[config.mk]
export PLATFORM = sky130hd
export DESIGN_NAME = regfile_sb
export DESIGN_NICKNAME = d
export VERILOG_FILES = /design/src/rtl/regfile_sb.sv
export SDC_FILE = /design/constraint.sdc
export NUM_CORES = 1
export LEC_CHECK = 0
export BUFFER_PORTS_ARGS = -buffer_cell sky130_fd_sc_hd__buf_2
export CAP_MARGIN = 10
export CORE_MARGIN = 2
export CORE_UTILIZATION = 60
export CTS_CLUSTER_DIAMETER = 150
export DETAILED_ROUTE_END_ITERATION = 12
export GPL_TIMING_DRIVEN = 0
export PLACE_DENSITY_LB_ADDON = 0.12
export SETUP_SLACK_MARGIN = 0.15
export SYNTH_ARGS = -nofsm -noshare
export SYNTH_HDL_FRONTEND = slang
export SYNTH_SLANG_ARGS = --single-unit
[constraint.sdc]
create_clock -name clock -period 7.1 [get_ports clock]
set_input_delay 0.71 -clock clock [delete_from_list [all_inputs] [get_ports clock]]
set_output_delay 0.71 -clock clock [all_outputs]
set_load 0.01 [all_outputs]
[src/rtl/regfile_sb.sv]
// regfile_sb: parametrised register file for the pipelined core.
//
// Two combinational read ports, one synchronous write port, an optional
// write-to-read bypass, a per-register busy scoreboard with an issue
// handshake, and a post-reset clear engine that zeroes the storage one entry
// per cycle. Because the storage is never reset directly, it can map to RAM.
//
// Ports
//   clock        single clock, all state updates on the rising edge
//   reset        synchronous active-low reset (0 = reset)
//   Ready        high once the clear sequence has finished (state RUN)
//   RegWrite     writeback write enable
//   WriteAddr    writeback register address
//   WriteData    writeback data
//   ReadAddr1/2  read port addresses
//   ReadData1/2  read port data (combinational)
//   Busy1/2      register at ReadAddr1/2 has a pending write
//   IssueValid   decode requests to mark IssueAddr pending
//   IssueAddr    destination register of the issuing instruction
//   IssueReady   issue is accepted this cycle if IssueValid is high
module regfile_sb #(
  parameter int DATA_W = 32,
  parameter int ADDR_W = 5,
  parameter int BYPASS = 1
) (
  input  logic              clock,
  input  logic              reset,
  output logic              Ready,
  input  logic              RegWrite,
  input  logic [ADDR_W-1:0] WriteAddr,
  input  logic [DATA_W-1:0] WriteData,
  input  logic [ADDR_W-1:0] ReadAddr1,
  input  logic [ADDR_W-1:0] ReadAddr2,
  output logic [DATA_W-1:0] ReadData1,
  output logic [DATA_W-1:0] ReadData2,
  output logic              Busy1,
  output logic              Busy2,
  input  logic              IssueValid,
  input  logic [ADDR_W-1:0] IssueAddr,
  output logic              IssueReady
);

  localparam int DEPTH = 2**ADDR_W;

  typedef enum logic {
    ST_CLEAR,
    ST_RUN
  } state_t;

  state_t            state;
  state_t            state_next;
  logic [ADDR_W-1:0] ptr;
  logic [DEPTH-1:0]  busy;
  logic [DATA_W-1:0] mem [DEPTH];

  logic              run;
  logic              wr_en;
  logic              issue_fire;
  logic              hit1;
  logic              hit2;

  logic              mem_we;
  logic [ADDR_W-1:0] mem_wa;
  logic [DATA_W-1:0] mem_wd;

  assign run   = (state == ST_RUN);
  assign Ready = run;

  // A writeback that actually lands in storage: RUN only, never address 0.
  assign wr_en = run && RegWrite && (WriteAddr != '0);

  assign IssueReady = run && ((IssueAddr == '0) || !busy[IssueAddr]);
  assign issue_fire = IssueValid && IssueReady && (IssueAddr != '0);

  // --------------------------------------------------------------------------
  // Control FSM: CLEAR walks ptr from 1 to DEPTH-1, then RUN until reset.
  // --------------------------------------------------------------------------
  always_comb begin
    // NOTE: every signal written here gets a default first, so no latch is
    // inferred on paths that do not assign it.
    state_next = state;
    if (state == ST_CLEAR && ptr == '1) state_next = ST_RUN;
  end

  // NOTE: sequential state uses non-blocking assignments so every flop samples
  // the pre-edge values, independent of statement order.
  always_ff @(posedge clock) begin
    if (!reset) begin
      state <= ST_CLEAR;
      ptr   <= ADDR_W'(1);
    end else begin
      state <= state_next;
      if (state == ST_CLEAR) ptr <= ptr + 1'b1;
    end
  end

  // --------------------------------------------------------------------------
  // Single storage write port, shared by the clear engine and writeback.
  // Entry 0 is never written; it reads as constant zero.
  // --------------------------------------------------------------------------
  always_comb begin
    mem_we = 1'b0;
    mem_wa = ptr;
    mem_wd = '0;
    if (reset) begin
      if (!run) begin
        mem_we = 1'b1;
      end else if (wr_en) begin
        mem_we = 1'b1;
        mem_wa = WriteAddr;
        mem_wd = WriteData;
      end
    end
  end

  // NOTE: the storage array has no reset on purpose; the clear engine zeroes
  // it after reset, which keeps it mappable to a RAM macro.
  always_ff @(posedge clock) begin
    if (mem_we) mem[mem_wa] <= mem_wd;
  end

  // --------------------------------------------------------------------------
  // Busy scoreboard. Writeback clears first, issue sets last, so an issue and
  // a write to the same register in one cycle leave it busy.
  // --------------------------------------------------------------------------
  always_ff @(posedge clock) begin
    if (!reset) begin
      busy <= '0;
    end else if (run) begin
      if (wr_en)      busy[WriteAddr] <= 1'b0;
      if (issue_fire) busy[IssueAddr] <= 1'b1;
    end
  end

  // --------------------------------------------------------------------------
  // Read ports. A bypass hit returns the data being written this cycle and
  // also hides the busy flag, since the value is already available.
  // --------------------------------------------------------------------------
  assign hit1 = (BYPASS != 0) && wr_en && (ReadAddr1 == WriteAddr);
  assign hit2 = (BYPASS != 0) && wr_en && (ReadAddr2 == WriteAddr);

  always_comb begin
    ReadData1 = '0;
    ReadData2 = '0;
    if (run && ReadAddr1 != '0) ReadData1 = hit1 ? WriteData : mem[ReadAddr1];
    if (run && ReadAddr2 != '0) ReadData2 = hit2 ? WriteData : mem[ReadAddr2];
  end

  assign Busy1 = run && (ReadAddr1 != '0) && busy[ReadAddr1] && !hit1;
  assign Busy2 = run && (ReadAddr2 != '0) && busy[ReadAddr2] && !hit2;

endmodule

# After elaboration in Yosys (flattened, before gate mapping)
# Memory sizes are Yosys's and may differ from the RTL's.
# Index checks and enable logic that the tools add are counted.
# classes
add_sub_neg	1
magnitude_cmp	6
eq_ne	3
muxes	29
n_bitwise	4
n_reduce_logical	25
# ops
cell	n
32-bit two-way mux	11
32-bit bitwise AND	1
32-bit NOT	1
32-bit bitwise OR	1
5-bit by 6-bit less-than comparator with 1-bit output (second input constant)	4
5-bit nonzero test	4
1-bit logical AND	16
1-bit binary-select mux with 5-bit select	3
5-bit two-way mux	3
1-bit demux with 5-bit select	2
5-bit == test	2
5-bit by 1-bit >= comparator with 1-bit output (second input constant)	2
1-bit two-way mux	10
5-bit by 1-bit adder with 5-bit output (second input constant)	1
5-bit == test (second input constant)	1
5-bit logical NOT	1
1-bit logical NOT	3
1-bit logical OR	1
1-bit NOT	1
# totals
regBits	38
ram_bits	1024
in_bits	56
out_inout_bits	68
n_memories	1
# memory_table
name	words	word_bits	read_ports	rd_clocked_by_memory_dff	wr	line_no	rtl
mem	32	32	2	0	1	54	logic [DATA_W-1:0] mem [DEPTH];

# Depth between registers and ports, before layout
# Gate-level depths: netlist of the first run.
# depth
ltp_word	11
mapped_depth	11
depth_no_buf	5

# Least setup slack after synthesis of the first run
# Ideal clock, no wire load.
# synth_path
path_type	input to register
start	input port reset
end	memory mem[12][0] (enable)
setup_time_ns	0.421
arrival_ns	3.588
setup_slack_ns	3.091
path_stages	7
cell_sequence	clkbuf_1 inv_1 a2111oi_0 buf_2 buf_2 a31oi_1 nor2_1
# synth_between
elab_chain_len	3
elab_cells_between_ends	4
classes_between	mux: 4
# synth_rtl
item	line_no	rtl
start, declared	27	input logic reset,
1-bit two-way mux	105	if (reset) begin
1-bit two-way mux	119	if (mem_we) mem[mem_wa] <= mem_wd;
1-bit two-way mux (not written as such)	119	
end, declared	54	
# Several ways; a longest one is shown, not always the timed one.

# Final worst setup path of the first run
# layout_path
start	register state (netlist: Ready)
end	output port ReadData2[27]
# layout_between
elab_chain_len	5
elab_cells_between_ends	6
classes_between	mux: 2; reduce/logical: 4
# layout_rtl
item	line_no	rtl
start, declared	50	state_t state;
start signal, assigned	92	state <= state_next;
1-bit logical AND (2 in a row)	70	assign wr_en = run && RegWrite && (WriteAddr != '0);
1-bit logical AND	140	assign hit2 = (BYPASS != 0) && wr_en && (ReadAddr2 == WriteAddr);
32-bit two-way mux	146	if (run && ReadAddr2 != '0) ReadData2 = hit2 ? WriteData : mem[ReadAddr2];
32-bit two-way mux (*)	146	
end, declared	35	output logic [DATA_W-1:0] ReadData2,
# Every way passes the cells marked *; elsewhere a longest branch is shown, timed or not.

==> flow_summary.yaml, run 1 <==
worst_hold_path:
  holdCritStartpoint: "reset"
  whs_path_depth: 3
  worst_hold_path.endpoint: "busy[8]$_SDFFE_PN0P_"
  min_path_type: "input pin to register"
pwr:
  seqPwrFrac: 0.497
  p_per_area_nw_per_um2: 237
  swShare: 0.229
  leakage_nw: 17.2
  pwr-share-comb: 0.081
  vdd_drop_max_mv: 0.242
  p_int_w: 0.0106
  p_clk_frac: 0.422
  p_sw_w: 0.00317
cts:
  clock_sinks: 1062
  clkSlewWorstSetupHoldPaths_ps: 60
  hold_buffers: 0
  cts_max_path_buffers: 3
  cts_resized: 0
  ctsRootBufferMaster: "clkbuf_16"
  tritoncts: "done"
  h-tree-depth: 3
  clock_latency_ps: 690
  cts_made_buffers: 110
  post_cts_buffers: 0
finish:
  drive_gt1_frac: 0.362
  final_nets: 2951
  area_growth_pct: 13.3
  postLayoutCoreUtil: 0.684
  instances_no_fill: 4131
  regArea_um2: 31500
  n_fill_cell: 5358
  multi_input_comb_area_um2: 19000
detailed_routing:
  avgRoutedWirePerCell_um: 42.2
  drt_wl_total_mm: 174
  drt-initial-drc-count: 5336
  vias_per_cell: 7.74
  drcViolationCount: 0
  dr.pass1.iters: 5
  ant_nets: 0
  vias: 31967
sta:
  maxSlewViolCount: 0
  finalHoldViolCount: 0
  max_slew_margin: 0.0491
  final.min_clock_period_ps: 5720
  grt_setup_unrepaired: "false"
  setup_tns_ps: 0
  timing.fmax_ghz: 0.175
  clock_skew_ps: 20.7
  setup_viol: 0
  fin_crit_sh: 0.805
  tightest_slew_ps: 1430
setup_path:
  cp-start-kind: "register"
  cp_max_fo: 10
  cp-end-kind: "output port"
  worstPathArrival_ps: 5010
  required_ps: 6390
  r2r-start: "Ready$_SDFFE_PN0P_"
  r2r-end: "mem[15][16]$_DFFE_PP_"
  critPathKind: "register to output port"
  r2r_setup_slack_ps: 2670
  rr_worst_depth: 9
flow_run:
  maxCapViolations: 0
yosys:
  syn_inst: 2616
  synthFlopType: "edfxtp_1"
  ys_top_cells_by_count: "1024 x edfxtp_1, 612 x mux4_2, 104 x nand2b_1"
  syn_area_um2: 51300
  synth_largest_area_cell: "edfxtp_1"
  synth_seq_cells: 1062
  muxShareOfSynthArea: 0.287
  synth-warning-count: 0
  synthTopCellsByArea: "edfxtp_1 60%, mux4_2 27%, mux2i_1 1.8%, dfxtp_1 1.5%, nand2b_1 1.3%"
  syn-num-nets: 2674
  synth_compound_area_frac: 0.0349
  synth_top_family_by_area: "multiplexers"
  synth_xor_xnor_area_share: 0.00222
  synth_edf_count: 1024
  avgSynthCellArea_um2: 19.6
  yosys.cell_count.top_type: "edfxtp_1"
  ys_types: 55
  yosys.area_share.simple: 0.0404
  async_flop_share: 0
  yosysSeqAreaShare: 0.614
  synth_fa_ha_area_frac: 0.000487
  synth_top_area_frac: 0.599
grt:
  grt_max_degree: 33
  grt_pass1_vias: 31391
  grt_pass1_wl_mm: 240
  antenna_found_initial: 10
  grt_overflow_total: 0
  grt_util_all_layers: 0.405
floorplan:
  initial_core_util: 0.604
  io_pins: 124
  row_count: 107
  die_y_um: 297
  fp.coreArea_um2: 85000
  die_area_um2: 87900
  die_x_um: 297
status:
  status: "complete, no violations"
placed_design:
  port_buffers: 115
  dp_hpwl_mm: 119
  dp_cells: 3913
  gp_congestion: 1.02
==> power by group through the flow <==
stage               Sequential (W)  Combinational [W]  Clock, W
floorplan                  0.00698           0.000673         0
global placement           0.00699            0.00105         0
detailed placement         0.00699            0.00108         0
CTS                        0.00686            0.00109   0.00582
global route               0.00686            0.00114   0.00605
finish                     0.00686            0.00112   0.00583
==> cell type report <==
type	count	share of cell area
repair buffers	165	0.0270
clock buffers	135	0.0489
well taps	1144	0.0246
clock inverters	69	0.0122
diodes	2	0.0000861
flip-flops and latches	1062	0.542
inverters	9	0.000581
plain buffers	222	0.0183
multi-input cells	1323	0.326
==> cell families (layout without fill, tap and decap cells) <==
logic type,Yosys count,count (layout)
mux,707,707
other cells,0,2
fa+ha+maj,2,2
compound gates,222,222
simple gates,379,379
buf+inv,231,600
xor+xnor,13,13
flops,1062,1062
==> metrics by stage <==
step	hold slack [ps]	power, W	setup slack (ps)	cell area [um2]
4_1_cts	465	0.0138	1530	58000
6_report	528	0.0138	1380	58200
5_1_grt	535	0.0141	1450	58200
3_5_place_dp	539	0.00808	1780	54400
2_1_floorplan	473	0.00766	3090	51300
3_3_place_gp	528	0.00804	161	53400
==> critical path, stage by stage (launching register included) <==
cell and delay (ps):
dfxtp_1 550, clkinv_1 400, a211o_1 410, nor3_1 940, buf_2 480, buf_1 890
o221a_1 430, buf_2 170
==> layout by cell type (no fill, tap or decap), types with 5 or more instances in the layout <==
cell type   count
inv_1           7
o22ai_1        13
mux2i_1        93
buf_16          8
nor3_1         13
o21ai_0        31
buf_12         29
o221ai_1       30
clkinv_2       19
nand2b_1      104
nand3_1        23
and3_1          5
clkbuf_1      118
bufinv_16      14
nand2_1        47
xnor2_1        11
a21oi_1        18
clkbuf_16     110
buf_1          28
clkinv_1       26
a221oi_1        8
buf_6          12
o211ai_1       31
nand4_1         5
buf_8          13
nor2_1         35
o221a_1        44
nor2b_1        53
o41ai_1        13
nor2_4         32
buf_4          12
and2_1         34
buf_2         192
edfxtp_1     1024
mux4_2        612
dfxtp_1        38
clkinvlp_4      5
or2_2           6
==> per-layer routing <==
metal	up-vias	part of all wire	global-route usage
met4	6	0.060	0.200
li1	11900	-	-
met1	16604	0.34	0.554
met2	2875	0.45	0.597
met3	582	0.15	0.131
met5	-	0.00024	0
==> how the worst max path moves through the flow <==
stage | startpoint | endpoint | slack (ps) | depth (start not counted)
floorplan | reset | mem[12][0]$_DFFE_PP_ | 3090 | 7
global route | Ready$_SDFFE_PN0P_ | ReadData1[9] | 1450 | 8
detailed placement | ReadAddr2[2] | ReadData2[23] | 1780 | 8
CTS | Ready$_SDFFE_PN0P_ | ReadData2[26] | 1530 | 7
global placement | reset | mem[15][19]$_DFFE_PP_ | 160 | 7
finish | Ready$_SDFFE_PN0P_ | ReadData2[27] | 1380 | 7
==> registers in the layout (all words and copies together), names as in the netlist <==
name	count
mem	1024
Ready	1
ptr	5
busy	32
Note: power is estimated with default switching activity, not from simulation.
==> run 2: changes to the inputs <==
- clock period: 7.1 -> 5.4 ns (I/O delays scaled with it)
==> run 2 against run 1 <==
- clock skew down 4.0 ps
- global-route usage barely moved
- worst hold slack worse by 170 ps
- non-clock buffer count unchanged
- critical path depth rose by 1
- first-iteration DRC count increased by 0.32%
- largest power group unchanged
- highest routed layer unchanged
==> flow_summary.yaml, run 2 (synthesis results as in run 1) <==
finish:
  final_cell_mix: "1024 x edfxtp_1, 612 x mux4_2, 192 x buf_2, 118 x clkbuf_1, 110 x clkbuf_16"
  regMostFlops: "mem"
  largest_reg_flops: 1024
  instances_no_fill: 4130
  multi_input_comb_area_um2: 19000
  top_regs: "mem x1024, busy x32, ptr x5"
  regArea_um2: 31500
  n_fill_cell: 5358
  final_nets: 2951
  mostFrequentLayoutCell: "edfxtp_1"
  area_growth_pct: 13.3
  drive_gt1_frac: 0.363
sta:
  timing.fmax_ghz: 0.191
  worst_slack_ps: 162
  fin_crit_sh: 0.970
  maxSlewViolCount: 0
  setup_tns_ps: 0
  grt_setup_unrepaired: "false"
  tightest_slew_ps: 1420
  max_slew_margin: 0.0536
  final.min_clock_period_ps: 5240
  clock_skew_ps: 16.7
  whs_ps: 355
  setup_viol: 0
  finalHoldViolCount: 0
cts:
  hold_buffers: 0
  tritoncts: "done"
  clock_sinks: 1062
  clock_latency_ps: 690
  cts_made_buffers: 110
  ctsRootBufferMaster: "clkbuf_16"
  cts_max_path_buffers: 3
  h-tree-depth: 3
  clkSlewWorstSetupHoldPaths_ps: 60
grt:
  grt_overflow_total: 0
  grt_util_met2: 0.596
  grt_pass1_vias: 31413
  grtUsageMet3: 0.131
  grt_util_all_layers: 0.405
  grt_pass1_wl_mm: 240
  grt_max_degree: 33
  grt.met1_usage: 0.555
  antenna_found_initial: 10
  grt_busiest_layer: "met2"
pwr:
  pwr-share-comb: 0.081
  p_int_w: 0.0140
  swShare: 0.229
  power_w: 0.0182
  p_per_area_nw_per_um2: 312
  p_sw_w: 0.00417
  vdd_drop_max_mv: 0.319
  p_clk_frac: 0.422
  leakage_nw: 17.2
  seqPwrFrac: 0.497
setup_path:
  cp-end-kind: "output port"
  cp_max_fo: 10
  rr_worst_depth: 9
  slowest_stage: "nor3_2"
  cp_slowest_stage_delay_ps: 580
  worstPathArrival_ps: 4700
  critPathTopFamily: "buffers and inverters"
  path_depth: 8
  required_ps: 4860
  crit_buf_inv: 5
  critPathKind: "register to output port"
  cp_common_cell: "buf_2"
  worstPathCellList: "clkinv_1 -> a211o_1 -> nor3_2 -> clkbuf_1 -> buf_2 -> buf_2 -> a32o_1 -> buf_2"
  cp-start-kind: "register"
floorplan:
  fp.coreArea_um2: 85000
  die_x_um: 297
  die_area_um2: 87900
  initial_core_util: 0.604
  die_y_um: 297
  io_pins: 124
  row_count: 107
detailed_routing:
  avgRoutedWirePerCell_um: 42.2
  vias_per_cell: 7.74
  drt_wl_total_mm: 174
  drt-initial-drc-count: 5353
  dr.pass1.iters: 6
  drcViolationCount: 0
  vias: 31986
  ant_nets: 0
placed_design:
  dp_hpwl_mm: 119
  dp_cells: 3913
  gp_congestion: 1.02
  pre_cts_ws_ps: 417
  port_buffers: 115
worst_hold_path:
  whs_path_depth: 3
  min_path_type: "input pin to register"
flow_run:
  maxCapViolations: 0
status:
  status: "complete, no violations"
## run 2: what timing repair did
| action | CTS | global route |
|---|---|---|
| buffers inserted | 0 | 0 |
| gates resized for setup | 2 | 0 |
| setup endpoints to repair | 17 | 0 |
## run 2: power by group through the flow
stage / logic, W / registers (W) / clock network, W
2_1_floorplan: 0.000884 / 0.00918 / 0
3_3_place_gp: 0.00138 / 0.00919 / 0
3_5_place_dp: 0.00142 / 0.00919 / 0
4_1_cts: 0.00143 / 0.00902 / 0.00765
5_1_grt: 0.00150 / 0.00902 / 0.00795
6_report: 0.00147 / 0.00902 / 0.00766
## run 2: final timing paths
path                    startpoint               endpoint  slack [ps]
max             Ready$_SDFFE_PN0P_          ReadData1[12]         160
min reg2reg  busy[30]$_SDFFE_PN0P_  busy[30]$_SDFFE_PN0P_         550
min                          reset   busy[8]$_SDFFE_PN0P_         350
max reg2reg     Ready$_SDFFE_PN0P_  mem[15][16]$_DFFE_PP_         940
## run 2: metrics by stage
step	instance area, um2	utilization
3_3_place_gp	53400	0.628
5_1_grt	58200	0.684
4_1_cts	58000	0.682
3_5_place_dp	54400	0.640
6_report	58200	0.684
2_1_floorplan	51300	-
## run 2: worst reg2reg max path, stage by stage (launching register included)
cell and delay, ps:
dfxtp_1 550, clkinv_1 400, a2111oi_0 780, buf_2 380, buf_2 280, nor3_1 70, a31oi_1 940, nor2_4 320
buf_16 280, buf_16 190
## run 2: final cells by class
cell class / count / area share
diodes: 1 / 0.0000430
plain buffers: 222 / 0.0183
clock buffers: 135 / 0.0489
clock inverters: 69 / 0.0122
inverters: 9 / 0.000581
multi-input cells: 1323 / 0.327
flip-flops and latches: 1062 / 0.542
well taps: 1144 / 0.0246
repair buffers: 165 / 0.0270
## run 2: per-layer routing
metal / up-vias / routed length [um] / part of all wire
met2: 2881 / 78500 / 0.45
met1: 16632 / 59000 / 0.34
met4: 6 / 10100 / 0.058
li1: 11894 / - / -
met5: - / 37 / 0.00021
met3: 573 / 26700 / 0.15
